## src/rtl/pixel_load_controller_pkg.sv

```systemverilog
// Shared types and default geometry for the pixel frame loader.
// Imported by the address counter and the top-level controller.
package pixel_load_controller_pkg;

    localparam int PLC_IMG_W  = 64;
    localparam int PLC_IMG_H  = 48;
    localparam int PLC_ADDR_W = 12;

    typedef enum logic [1:0] {
        ST_LOAD = 2'd0,
        ST_FULL = 2'd1,
        ST_BUSY = 2'd2
    } plc_state_e;

    // Pixel count of a frame, used to size and sanity-check address widths.
    function automatic int frame_pixels(input int img_w, input int img_h);
        return img_w * img_h;
    endfunction

endpackage

```

## src/rtl/pixel_addr_counter.sv

```systemverilog
// Raster-order pixel index: column, row and linear address with clear and increment.
// Outputs reflect the index after any same-cycle clear, so a clear+increment writes pixel 0.
import pixel_load_controller_pkg::*;

module pixel_addr_counter #(
    parameter int IMG_W  = PLC_IMG_W,
    parameter int IMG_H  = PLC_IMG_H,
    parameter int ADDR_W = PLC_ADDR_W
) (
    input  logic              clk,
    input  logic              nRst,
    input  logic              i_clr,
    input  logic              i_inc,
    output logic [ADDR_W-1:0] o_addr,
    output logic              o_last
);

    localparam int COL_W = (IMG_W > 1) ? $clog2(IMG_W) : 1;
    localparam int ROW_W = (IMG_H > 1) ? $clog2(IMG_H) : 1;
    localparam logic [COL_W-1:0] COL_MAX = COL_W'(IMG_W - 1);
    localparam logic [ROW_W-1:0] ROW_MAX = ROW_W'(IMG_H - 1);

    logic [COL_W-1:0]  r_col;
    logic [ROW_W-1:0]  r_row;
    logic [ADDR_W-1:0] r_addr;

    logic [COL_W-1:0]  w_col_base;
    logic [ROW_W-1:0]  w_row_base;
    logic [ADDR_W-1:0] w_addr_base;
    logic              w_last;
    logic [COL_W-1:0]  w_col_nxt;
    logic [ROW_W-1:0]  w_row_nxt;
    logic [ADDR_W-1:0] w_addr_nxt;

    // Effective index (after clear) and the index that follows it.
    always_comb begin
        w_col_base  = r_col;
        w_row_base  = r_row;
        w_addr_base = r_addr;
        if (i_clr) begin
            w_col_base  = {COL_W{1'b0}};
            w_row_base  = {ROW_W{1'b0}};
            w_addr_base = {ADDR_W{1'b0}};
        end else begin
            w_col_base  = r_col;
            w_row_base  = r_row;
            w_addr_base = r_addr;
        end

        w_last = (w_col_base == COL_MAX) && (w_row_base == ROW_MAX);

        w_col_nxt  = w_col_base;
        w_row_nxt  = w_row_base;
        w_addr_nxt = w_addr_base;
        if (i_inc) begin
            if (w_last) begin
                w_col_nxt  = {COL_W{1'b0}};
                w_row_nxt  = {ROW_W{1'b0}};
                w_addr_nxt = {ADDR_W{1'b0}};
            end else if (w_col_base == COL_MAX) begin
                w_col_nxt  = {COL_W{1'b0}};
                w_row_nxt  = w_row_base + ROW_W'(1);
                w_addr_nxt = w_addr_base + ADDR_W'(1);
            end else begin
                w_col_nxt  = w_col_base + COL_W'(1);
                w_row_nxt  = w_row_base;
                w_addr_nxt = w_addr_base + ADDR_W'(1);
            end
        end else begin
            w_col_nxt  = w_col_base;
            w_row_nxt  = w_row_base;
            w_addr_nxt = w_addr_base;
        end
    end

    // Index registers.
    always_ff @(posedge clk or negedge nRst) begin
        if (!nRst) begin
            r_col  <= {COL_W{1'b0}};
            r_row  <= {ROW_W{1'b0}};
            r_addr <= {ADDR_W{1'b0}};
        end else begin
            r_col  <= w_col_nxt;
            r_row  <= w_row_nxt;
            r_addr <= w_addr_nxt;
        end
    end

    assign o_addr = w_addr_base;
    assign o_last = w_last;

endmodule

```

## src/rtl/pixel_load_controller.sv

```systemverilog
// Loads a frame of SPI pixel bytes into the frame buffer, then hands the buffer
// to the edge core until it reports completion.
import pixel_load_controller_pkg::*;

module pixel_load_controller #(
    parameter int IMG_W  = PLC_IMG_W,
    parameter int IMG_H  = PLC_IMG_H,
    parameter int ADDR_W = PLC_ADDR_W
) (
    input  logic              clk,
    input  logic              nRst,
    input  logic              rxValid,
    input  logic [7:0]        rxData,
    input  logic              frameSync,
    input  logic              coreAck,
    input  logic              coreDone,
    input  logic [ADDR_W-1:0] coreAddr,
    output logic [ADDR_W-1:0] memAddr,
    output logic              memWe,
    output logic [7:0]        memWData,
    output logic              frameReady,
    output logic              coreGrant,
    output logic              overflow
);

    plc_state_e        r_state;
    plc_state_e        w_state_nxt;

    logic              w_in_load;
    logic              w_sync;
    logic              w_accept;
    logic              w_drop;
    logic [ADDR_W-1:0] w_cnt_addr;
    logic              w_cnt_last;

    logic [ADDR_W-1:0] r_wr_addr;
    logic              r_mem_we;
    logic [7:0]        r_wdata;
    logic              r_frame_ready;
    logic              r_core_grant;
    logic              r_overflow;

    assign w_in_load = (r_state == ST_LOAD);
    assign w_sync    = frameSync & w_in_load;
    assign w_accept  = rxValid & w_in_load;
    assign w_drop    = rxValid & ~w_in_load;

    pixel_addr_counter #(
        .IMG_W  (IMG_W),
        .IMG_H  (IMG_H),
        .ADDR_W (ADDR_W)
    ) u_addr_counter (
        .clk    (clk),
        .nRst   (nRst),
        .i_clr  (w_sync),
        .i_inc  (w_accept),
        .o_addr (w_cnt_addr),
        .o_last (w_cnt_last)
    );

    // Next-state logic for the load / full / busy handshake.
    always_comb begin
        w_state_nxt = r_state;
        case (r_state)
            ST_LOAD: begin
                if (w_accept && w_cnt_last) begin
                    w_state_nxt = ST_FULL;
                end else begin
                    w_state_nxt = ST_LOAD;
                end
            end
            ST_FULL: begin
                if (coreAck) begin
                    w_state_nxt = ST_BUSY;
                end else begin
                    w_state_nxt = ST_FULL;
                end
            end
            ST_BUSY: begin
                if (coreDone) begin
                    w_state_nxt = ST_LOAD;
                end else begin
                    w_state_nxt = ST_BUSY;
                end
            end
            default: begin
                w_state_nxt = ST_LOAD;
            end
        endcase
    end

    // State register.
    always_ff @(posedge clk or negedge nRst) begin
        if (!nRst) begin
            r_state <= ST_LOAD;
        end else begin
            r_state <= w_state_nxt;
        end
    end

    // Registered frame-buffer write port and status flags, aligned with the state change.
    always_ff @(posedge clk or negedge nRst) begin
        if (!nRst) begin
            r_wr_addr     <= {ADDR_W{1'b0}};
            r_mem_we      <= 1'b0;
            r_wdata       <= 8'h00;
            r_frame_ready <= 1'b0;
            r_core_grant  <= 1'b0;
            r_overflow    <= 1'b0;
        end else begin
            r_mem_we      <= w_accept;
            r_frame_ready <= (w_state_nxt == ST_FULL);
            r_core_grant  <= (w_state_nxt == ST_BUSY);
            if (w_accept) begin
                r_wr_addr <= w_cnt_addr;
                r_wdata   <= rxData;
            end else begin
                r_wr_addr <= r_wr_addr;
                r_wdata   <= r_wdata;
            end
            if (w_sync) begin
                r_overflow <= 1'b0;
            end else if (w_drop) begin
                r_overflow <= 1'b1;
            end else begin
                r_overflow <= r_overflow;
            end
        end
    end

    // While granted, the core's read address passes straight through to the buffer.
    assign memAddr    = r_core_grant ? coreAddr : r_wr_addr;
    assign memWe      = r_mem_we;
    assign memWData   = r_wdata;
    assign frameReady = r_frame_ready;
    assign coreGrant  = r_core_grant;
    assign overflow   = r_overflow;

endmodule

```

## config.mk

```make
export PLATFORM = sky130hd
export DESIGN_NAME = pixel_load_controller
export DESIGN_NICKNAME = d
export VERILOG_FILES = /design/src/rtl/pixel_load_controller_pkg.sv /design/src/rtl/pixel_addr_counter.sv /design/src/rtl/pixel_load_controller.sv
export SDC_FILE = /design/constraint.sdc
export NUM_CORES = 1
export LEC_CHECK = 0
export BUFFER_PORTS_ARGS = -buffer_cell sky130_fd_sc_hd__buf_2
export CORE_MARGIN = 2
export CORE_UTILIZATION = 35
export DETAILED_ROUTE_END_ITERATION = 6
export GPL_TIMING_DRIVEN = 0
export SYNTH_ARGS = -nofsm -noshare
export SYNTH_HDL_FRONTEND = slang
export SYNTH_SLANG_ARGS = --single-unit
```

## constraint.sdc

```tcl
create_clock -name clk -period 4.2 [get_ports clk]
set_input_delay 0.42 -clock clk [delete_from_list [all_inputs] [get_ports clk]]
set_output_delay 0.42 -clock clk [all_outputs]
set_load 0.005 [all_outputs]
```

# ---- After elaboration in Yosys (flattened, before gate mapping)
# Index checks and enable logic that the tools add are counted.
# Widths: inputs -> output; s select.
dict set report word_totals {
  register_bits 50
  inputBits 26
  out_inout_bits 24
  elab_cells 45
}
dict set report classes {
  n_addsub 3
  n_eq_ne 6
  muxes 18
  bitwise 4
  n_reduce_logical 4
}
# operator n
set op_table {}
lappend op_table {{$mux 12} 4}
lappend op_table {{$mux 6} 8}
lappend op_table {{$add 12x1->12 const B} 1}
lappend op_table {{$add 6x1->6 const B} 2}
lappend op_table {{$eq 6x6->1 const B} 2}
lappend op_table {{$pmux 2 s3} 1}
lappend op_table {{$eq 2x1->1 const B} 2}
lappend op_table {{$eq 2x2->1 const B} 2}
lappend op_table {{$mux 2} 2}
lappend op_table {{$and 1x1->1} 3}
lappend op_table {{$mux 1} 3}
lappend op_table {{$logic_and 1x1->1} 2}
lappend op_table {{$logic_not 2->1} 1}
lappend op_table {{$reduce_bool 2->1} 1}
lappend op_table {{$not 1->1} 1}

# ---- Logic depth before layout (Yosys ltp)
# Gate-level depths: netlist of run 1.
dict set report logic_depth {
  ltp_word 9
  depth_mapped 11
  depth_no_buf 8
}

# ---- Hierarchy
# A second synthesis of run 1 with hierarchy kept.
dict set report unflattened {
  hier_cells 222
  hier_area_um2 2522.4
}
# mod n_inst cells_each area_per_inst_um2 seq_area_each_um2
set by_module_without_submodules {}
lappend by_module_without_submodules {pixel_addr_counter 1 147 1385.1 600.6}
lappend by_module_without_submodules {pixel_load_controller 1 75 1137.3 650.6}

# ---- Worst setup path after synthesis of run 1
# OpenSTA, ideal clock, no wires.
dict set report synth_path {
  path_kind {input to register}
  startpoint {in frameSync}
  endpoint {reg u_addr_counter.r_row[5]}
  setup_time_ns 0.080
  arrival_ns 2.649
  required_time_ns 4.120
  path_slack_ns 1.471
  stages 10
  n_path_buf 2
  cell_sequence {or3b_2 > clkbuf_1 > buf_1 > nand2_1 > inv_1 > ha_1 > nand3_1 > or4_4 > or4_1 > a21oi_1}
}
dict set report synth_between {
  elab_chain_cells 6
  word_cells_on_any_way 10
  classes_between {add/sub (1); eq/ne (2); mux (5); bitwise (1); reduce/logical (1)}
}
# element line_no
set synth_lines {}
lappend synth_lines {{from (decl)} pixel_load_controller.sv:14} ;# input logic frameSync,
lappend synth_lines {{$and 1x1->1 (*)} pixel_load_controller.sv:44} ;# assign w_sync = frameSync & w_in_load;
lappend synth_lines {{$mux 6} pixel_addr_counter.sv:40} ;# if (i_clr) begin
lappend synth_lines {{$add 6x1->6 (tied with other cells)} pixel_addr_counter.sv:62} ;# w_row_nxt = w_row_base + ROW_W'(1);
lappend synth_lines {{$mux 6 / $logic_and 1x1->1 (equally long branches)} {pixel_addr_counter.sv:60, pixel_addr_counter.sv:50}}
lappend synth_lines {{$mux 6} pixel_addr_counter.sv:56} ;# if (w_last) begin
lappend synth_lines {{$mux 6 (*)} pixel_addr_counter.sv:55} ;# if (i_inc) begin
lappend synth_lines {{named net u_addr_counter.w_row_nxt[5]} pixel_addr_counter.sv:32} ;# logic [ROW_W-1:0] w_row_nxt;
lappend synth_lines {{to (signal assigned)} pixel_addr_counter.sv:80} ;# r_row <= {ROW_W{1'b0}};
lappend synth_lines {{to (signal assigned)} pixel_addr_counter.sv:84} ;# r_row <= w_row_nxt;
lappend synth_lines {{to (decl)} pixel_addr_counter.sv:24} ;# logic [ROW_W-1:0] r_row;
# Mark *: on every way through the listed nets, which the timed path passes. The rest lies on a longest branch.
# A chain may end at the register's enable or synchronous reset.

# ---- Final worst setup path of run 1
dict set report layout_path {
  startpoint {reg r_state[0]}
  endpoint {reg u_addr_counter.r_addr[5]}
}
dict set report layout_between {
  elab_chain_cells 7
  word_cells_on_any_way 12
  classes_between {add/sub (1); eq/ne (2); mux (5); bitwise (2); reduce/logical (2)}
}
# element line_no
set layout_lines {}
lappend layout_lines {{from (decl)} pixel_load_controller.sv:26} ;# plc_state_e r_state;
lappend layout_lines {{from (signal assigned)} pixel_load_controller.sv:97} ;# r_state <= w_state_nxt;
lappend layout_lines {{$logic_not 2->1 (*)} pixel_load_controller.sv:43} ;# assign w_in_load = (r_state == ST_LOAD);
lappend layout_lines {{parallel branches: the longest is 5 deep, another holds $add 12x1->12} --}
lappend layout_lines {{$mux 12 (*)} pixel_addr_counter.sv:55}
lappend layout_lines {{named net u_addr_counter.w_addr_nxt[5]} pixel_addr_counter.sv:33} ;# logic [ADDR_W-1:0] w_addr_nxt;
lappend layout_lines {{to (signal assigned)} pixel_addr_counter.sv:81} ;# r_addr <= {ADDR_W{1'b0}};
lappend layout_lines {{to (signal assigned)} pixel_addr_counter.sv:85} ;# r_addr <= w_addr_nxt;
lappend layout_lines {{to (decl)} pixel_addr_counter.sv:25} ;# logic [ADDR_W-1:0] r_addr;
# Mark *: on every way through the listed nets, which the timed path passes.

==> out/qor.yml, run 1 <==
run_status:
  status: "finished clean"
clock_network:
  clockBufferDepth: 2
  cts_buffers: 5
  postCtsSetupBuffers: 0
  cts_tree: "yes"
  hold_buffers: 0
  cts_max_level: 2
  cts.sinks: 50
  clk_latency_ns: 0.30
  root_buffer: "clkbuf_8"
  clkSlewWorstSetupHoldPaths_ns: 0.09
  cts_resized: 0
power:
  switching_share_pct: 22.3
  p_leak_nw: 1.36
  cellInternalPower_uw: 699
  clkPwrFrac_pct: 36.6
  powerDensity_mw_per_mm2: 321
  power_frac_comb_pct: 7.7
  ir_drop_uv: 157
  p_seq_share_pct: 55.8
  switchingPower_uw: 201
synthesis:
  postSynthAreaPerCell_um2: 9.94
  ys_ff_latch: 50
  yosys_warnings: 0
  syn_inst: 237
  synth_edf_count: 0
  ys_async_sr_fraction_pct: 100
  syn_area_mm2: 0.00236
  yosysTopAreaCell: "dfrtp_1"
  synth_flop_cell: "dfrtp_1"
  netlist_top_cells_area: "dfrtp_1 53%, nand2_1 8.4%, mux2_2 6.2%, o21ai_0 3.0%, a22o_1 2.2%"
  ys_seq_area_share_pct: 53.1
  synth_fp_nets: 266
  synth_top_area_share_pct: 53.1
  synth.distinct_cells: 37
cells_and_area:
  final_common_cell: "nand2_1"
  diodes: 0
  fin_cells: 371
  fin_area_mm2: 0.00280
  most-common-layout-cells: "53 x nand2_1, 50 x buf_2, 50 x dfrtp_1, 14 x o21ai_0"
  drive_gt1_share_pct: 25.2
  final_util_pct: 43.7
  nNetsFinal: 322
  areaGrowthSynthToFinish_pct: 19.0
detailed_routing:
  vias_per_cell: 5.04
  dr.pass1.iters: 4
  dr.first_iter.drc_count: 107
  routedWlPerCell_um: 13.1
  ant_nets: 0
  drc: 0
  wl_um: 4880
  vias: 1870
timing:
  maxSlewViolCount: 0
  slew_headroom_pct: 28.3
  fmax_mhz: 302
  tightest_slew_ns: 1.07
  finalSetupViolations: 0
  post-route-period-util_pct: 78.9
  finClkSkew_ns: 0.0102
  setup_tns_ns: 0
  hold_violations: 0
  rsz0062_at_grt: "false"
  finalCriticalPeriod_ns: 3.31
floorplanning:
  die_h_um: 86.0
  coreArea_mm2: 0.00642
  die_x_um: 86.0
  dieArea_mm2: 0.00740
  rows: 29
  start_util_pct: 36.7
  pin_count: 50
min_path:
  min_path_type: "primary input to async pin"
critical_path:
  crit_chain: "buf_2, or3b_2, clkbuf_1, buf_1, nand2_1, inv_1, ha_1, nand3_1, or4_1, o21ai_1, nor2_1"
  arrival_ns: 3.48
  critPathKind: "register to register"
  r2r-start: "r_state[0]"
  max_stage_delay_ns: 0.54
  crit_fanout: 10
  critPathSlowestCell: "or4_1"
  start_kind: "register"
  critPathTopFamily: "simple AND/OR/NAND/NOR gates"
  timing.critical_path.from: "r_state[0]"
  required_ns: 4.36
  cp_num_buf_inv: 4
  end_kind: "register"
grt:
  grt_max_degree: 51
  grt_pass1_vias: 1840
  grt_pass1_wl_um: 8440
  overflow: 0
  antenna_found_initial: 0
  grtUsageTotal_pct: 14.2
placement:
  place_area_mm2: 0.00270
  portBuffers: 49
  placed_cells: 363
  hpwl_um: 3510
  gp_congestion: 0.763
job:
  cap_violations: 0
[path summary, 6_finish.rpt]
kind,end,slack [ns],cells after the start
max,u_addr_counter.r_addr[5],0.89,11
min,frameReady,0.31,1
max reg2reg,u_addr_counter.r_addr[5],0.89,11
min reg2reg,memWData[1],0.48,2
max in group asynchronous,u_addr_counter.r_row[2],3.22,1
min in group clk,memWData[1],0.31,3
[flip-flops by register name (all words and copies together), names as in the netlist]
| name | count |
|---|---|
| memWData | 8 |
| frameReady | 1 |
| r_state | 2 |
| overflow | 1 |
| u_addr_counter.r_row | 6 |
| coreGrant | 1 |
| u_addr_counter.r_addr | 12 |
| memWe | 1 |
| r_wr_addr | 12 |
| u_addr_counter.r_col | 6 |
[metrics by stage]
stage | power (mW) | hold slack (ns) | setup WS [ns]
3_3_place_gp | 0.581 | 0.456 | 0.753
2_1_floorplan | 0.542 | 0.124 | 1.47
5_1_grt | 0.943 | 0.313 | 0.577
3_5_place_dp | 0.583 | 0.462 | 0.714
6_report | 0.900 | 0.308 | 0.885
4_1_cts | 0.915 | 0.303 | 0.871
[worst reg2reg max path, stage by stage (launching register included)]
cell      delay [ns]
dfrtp_1         0.32
buf_2           0.17
or3b_2          0.13
clkbuf_1        0.38
buf_1           0.43
nand2_1         0.15
inv_1           0.08
ha_1            0.17
nand3_1         0.17
or4_1           0.54
o21ai_1         0.54
nor2_1          0.11
[layer usage]
layer  track usage [%]  vias to the layer above  share of wire [%]  wire [um]
li1                  -                      939                  -          -
met4              3.32                        0                1.0         49
met3              2.98                        7                4.6        225
met2              23.9                       44                 48       2340
met1              18.8                      880                 46       2260
met5                 0                        -                  0          0
[cells in the mapped netlist (2+ instances only)]
cell type   n
nor3_1      4
a22o_1      6
o211ai_1    3
a21oi_1     5
o22ai_1     2
clkbuf_1    8
xnor2_1     6
and2_1      3
o21ai_0    14
nor4_1      2
a2bb2oi_1   2
mux2_2     13
nand4_1     6
inv_1       6
or3_1       5
nor2_1     13
dfrtp_1    50
xor2_1      6
nand4b_1    2
or4_1       3
buf_1       2
ha_1        3
o31ai_1     3
nand3_1     5
nand2_1    53
[cells by family (layout without fill, tap and decap cells)]
group / Yosys count / after routing / synth area share, %
DFF: 50 / 50 / 53.1
muxes: 13 / 13 / 6.21
AOI/OAI and AO/OA: 37 / 37 / 10.0
buffers and inverters: 18 / 75 / 3.24
xor gates and xnor gates: 12 / 12 / 4.46
adders and majority gates: 3 / 3 / 1.59
and+or+nand+nor: 104 / 104 / 21.3
[cell type report]
type                       count  area, um^2
multi-input combinational    169        1030
timing repair buffer          49         245
clock inverter                 1        30.0
fill                         643        3620
tap                           77        96.3
buffer                        12        53.8
inverter                       6        22.5
clock buffer                   7        76.3
sequential                    50        1250
[power by group through the flow]
stage | Combinational, mW | Clock, mW | Sequential [mW]
6_report | 0.0689 | 0.329 | 0.502
2_1_floorplan | 0.0305 | 0 | 0.511
3_5_place_dp | 0.0713 | 0 | 0.512
5_1_grt | 0.0807 | 0.358 | 0.504
4_1_cts | 0.0712 | 0.341 | 0.503
3_3_place_gp | 0.0698 | 0 | 0.512
Power figures use the tool's default switching activity.
==> inputs of run 2 (changes only) <==
--- a/config.mk
+++ b/config.mk
@@ -5,6 +5,7 @@
 export SDC_FILE = /design/constraint.sdc
 export NUM_CORES = 1
 export LEC_CHECK = 0
+export ABC_AREA = 1
 export BUFFER_PORTS_ARGS = -buffer_cell sky130_fd_sc_hd__buf_2
 export CORE_MARGIN = 2
 export CORE_UTILIZATION = 35
==> constraint.sdc (replaced) <==
create_clock -name clk -period 3.1 [get_ports clk]
set_input_delay 0.31 -clock clk [delete_from_list [all_inputs] [get_ports clk]]
set_output_delay 0.31 -clock clk [all_outputs]
set_load 0.005 [all_outputs]
==> run 2 against run 1 <==
Net effect: first-iteration DRC count is 21% lower; power up 27%; via count up 16%; sequential share of layout area shrank 2.7 points; worst setup slack better by 0.084 ns; maximum frequency is 56% higher; global-route usage grew 1.0 points; critical path depth up 1; largest power group unchanged; highest routed layer unchanged.
==> out/qor.yml, run 2 <==
run_status:
  status: "finished clean"
power:
  p_seq_share_pct: 59.4
  switching_share_pct: 24.4
  power_frac_comb_pct: 8.7
  clkPwrFrac_pct: 31.9
  report.power.total_mw: 1.14
  switchingPower_uw: 279
  cellInternalPower_uw: 864
  powerDensity_mw_per_mm2: 383
  ir_drop_uv: 247
  p_leak_nw: 1.55
placement:
  placed_cells: 460
  gp_congestion: 0.849
  hpwl_um: 4010
  portBuffers: 49
timing:
  slew_headroom_pct: 27.3
  finClkSkew_ns: 0.0101
  finalCriticalPeriod_ns: 2.13
  hold_violations: 0
  finalSetupViolations: 0
  post-route-period-util_pct: 68.7
  maxSlewViolCount: 0
  fmax_mhz: 469
  setup_tns_ns: 0
  tightest_slew_ns: 1.09
  rsz0062_at_grt: "false"
clock_network:
  cts_resized: 0
  cts_max_level: 2
  clkSlewWorstSetupHoldPaths_ns: 0.09
  cts.sinks: 50
  clockBufferDepth: 2
  hold_buffers: 0
  root_buffer: "clkbuf_8"
  cts_buffers: 5
  clk_latency_ns: 0.30
  cts_tree: "yes"
  postCtsSetupBuffers: 0
grt:
  grt_pass1_vias: 2123
  grt_max_degree: 51
  overflow: 0
  grtUsageTotal_pct: 15.2
  antenna_found_initial: 0
  grt_pass1_wl_um: 9390
synthesis:
  syn_inst: 312
  syn_area_mm2: 0.00254
  synthXorXnorAreaFrac_pct: 1.73
  ys_async_sr_fraction_pct: 100
  ys_ff_latch: 50
  synth.distinct_cells: 26
  ys_top_cells_by_count: "96 x nand2_1, 50 x dfrtp_1, 35 x nor2_1"
  yosys_warnings: 0
  yosys.area_share.simple_pct: 30.0
  synth_most_common_cell: "nand2_1"
  synth_top_area_share_pct: 49.3
  postSynthAreaPerCell_um2: 8.13
  synth_flop_cell: "dfrtp_1"
  synth_fp_nets: 341
  synth_edf_count: 0
  netlist_top_cells_area: "dfrtp_1 49%, nand2_1 14%, nor2_1 5.2%, inv_1 4.1%, mux2_2 4.0%"
  synthAdderAreaFrac_pct: 1.48
  yosysTopAreaCell: "dfrtp_1"
  synth_compound_area_share_pct: 6.61
  synth_top_family_by_area: "simple AND/OR/NAND/NOR gates"
  ys_seq_area_share_pct: 49.3
  synth_mux_area_share_pct: 4.00
cells_and_area:
  diodes: 0
  fin_cells: 467
  final_util_pct: 41.8
  areaGrowthSynthToFinish_pct: 17.7
  final_common_cell: "nand2_1"
  most-common-layout-cells: "96 x nand2_1, 52 x buf_2, 50 x dfrtp_1, 35 x nor2_1, 28 x inv_1"
  nNetsFinal: 397
  drive_gt1_share_pct: 22.8
floorplanning:
  die_x_um: 89.1
  start_util_pct: 35.5
  coreArea_mm2: 0.00714
  pin_count: 50
  die_h_um: 89.1
  rows: 31
  dieArea_mm2: 0.00794
critical_path:
  r2r_setup_slack_ns: 0.97
  r2r-start: "r_state[1]"
  ff2ff_path_depth: 12
  arrival_ns: 2.31
  required_ns: 3.28
  r2r-end: "u_addr_counter.r_row[4]"
  crit_fanout: 10
  start_kind: "register"
  critPathKind: "register to register"
  end_kind: "register"
detailed_routing:
  dr.first_iter.drc_count: 84
  drc: 0
  ant_nets: 0
  wl_um: 5470
  vias_per_cell: 4.65
  vias: 2172
  dr.pass1.iters: 4
  routedWlPerCell_um: 11.7
min_path:
  hold-path-endpoint: "coreGrant"
  min_path_type: "primary input to register"
  hold_path_depth: 2
  hp-start: "coreDone"
job:
  cap_violations: 0
-- run 2: changes by cell type after synthesis, sizes merged, moves of 6 or more --
| cell | change |
|---|---|
| inv | +25 |
| nand2 | +46 |
| a22o | -6 |
| o21ai | +7 |
| nor2 | +28 |
| nand3 | +13 |
-- run 2: layout make-up --
| class | count | area [um^2] |
|---|---|---|
| plain buffers | 10 | 56.3 |
| clock buffers | 6 | 72.6 |
| clock inverters | 1 | 7.51 |
| fillers | 777 | 4150 |
| inverters | 31 | 116 |
| multi-input cells | 221 | 1110 |
| flip-flops and latches | 50 | 1250 |
| well taps | 99 | 124 |
| repair buffers | 49 | 245 |
-- run 2: worst max path at each step --
| stage | start | to | slack [ns] | depth (start not counted) |
|---|---|---|---|---|
| 2_1_floorplan | r_state[0] | u_addr_counter.r_row[4] | 1.29 | 12 |
| 3_5_place_dp | r_state[0] | u_addr_counter.r_addr[1] | 1.0 | 11 |
| 4_1_cts | coreGrant | memAddr[10] | 0.95 | 4 |
| 5_1_grt | r_state[0] | u_addr_counter.r_row[2] | 0.72 | 12 |
| 3_3_place_gp | r_state[1] | u_addr_counter.r_row[2] | 0.98 | 12 |
| 6_report | r_state[1] | u_addr_counter.r_row[4] | 0.97 | 12 |
-- run 2: power groups by stage --
stage                     Sequential [mW]  Clock [mW]  Combinational, mW
after floorplan                     0.693           0             0.0442
after global placement              0.692           0              0.101
after detailed placement            0.692           0              0.102
after CTS                           0.680       0.382              0.103
after global routing                0.682       0.410              0.116
final                               0.679       0.364             0.0996
-- run 2: logic make-up (layout without fill, tap and decap cells) --
group                      count (synthesis)  count (layout)
and+or+nand+nor                          173             173
DFF                                       50              50
xor gates and xnor gates                   5               5
adders and majority gates                  3               3
AOI/OAI and AO/OA                         31              31
buffers and inverters                     41              97
muxes                                      9               9
-- run 2: stage by stage --
stage | worst slack (ns) | hold slack [ns] | cell area (um^2)
floorplan | 1.29 | 0.0144 | 2540
global placement | 0.977 | 0.458 | 2910
detailed placement | 0.999 | 0.462 | 2910
CTS | 0.953 | 0.186 | 2990
global route | 0.723 | 0.183 | 2990
finish | 0.969 | 0.194 | 2990
-- run 2: critical path, cell delays in order, from the launching register on --
cell and delay, ns:
dfrtp_1 0.45, nor2_4 0.10, nand2_8 0.11, buf_2 0.25
nand2_1 0.12, inv_1 0.08, ha_1 0.17, nand4_1 0.17
nor2_2 0.23, nand3_2 0.10, buf_6 0.16, nand2_1 0.06
nor2_1 0.04
-- run 2: routing by layer --
metal	wire length (um)	global-route usage (%)	up-vias	part of all wire, %
met5	0	0	-	0
met4	69	4.61	0	1.3
met3	220	2.86	6	4.0
met2	2580	26.3	49	47
met1	2600	19.4	1002	47
li1	-	-	1115	-
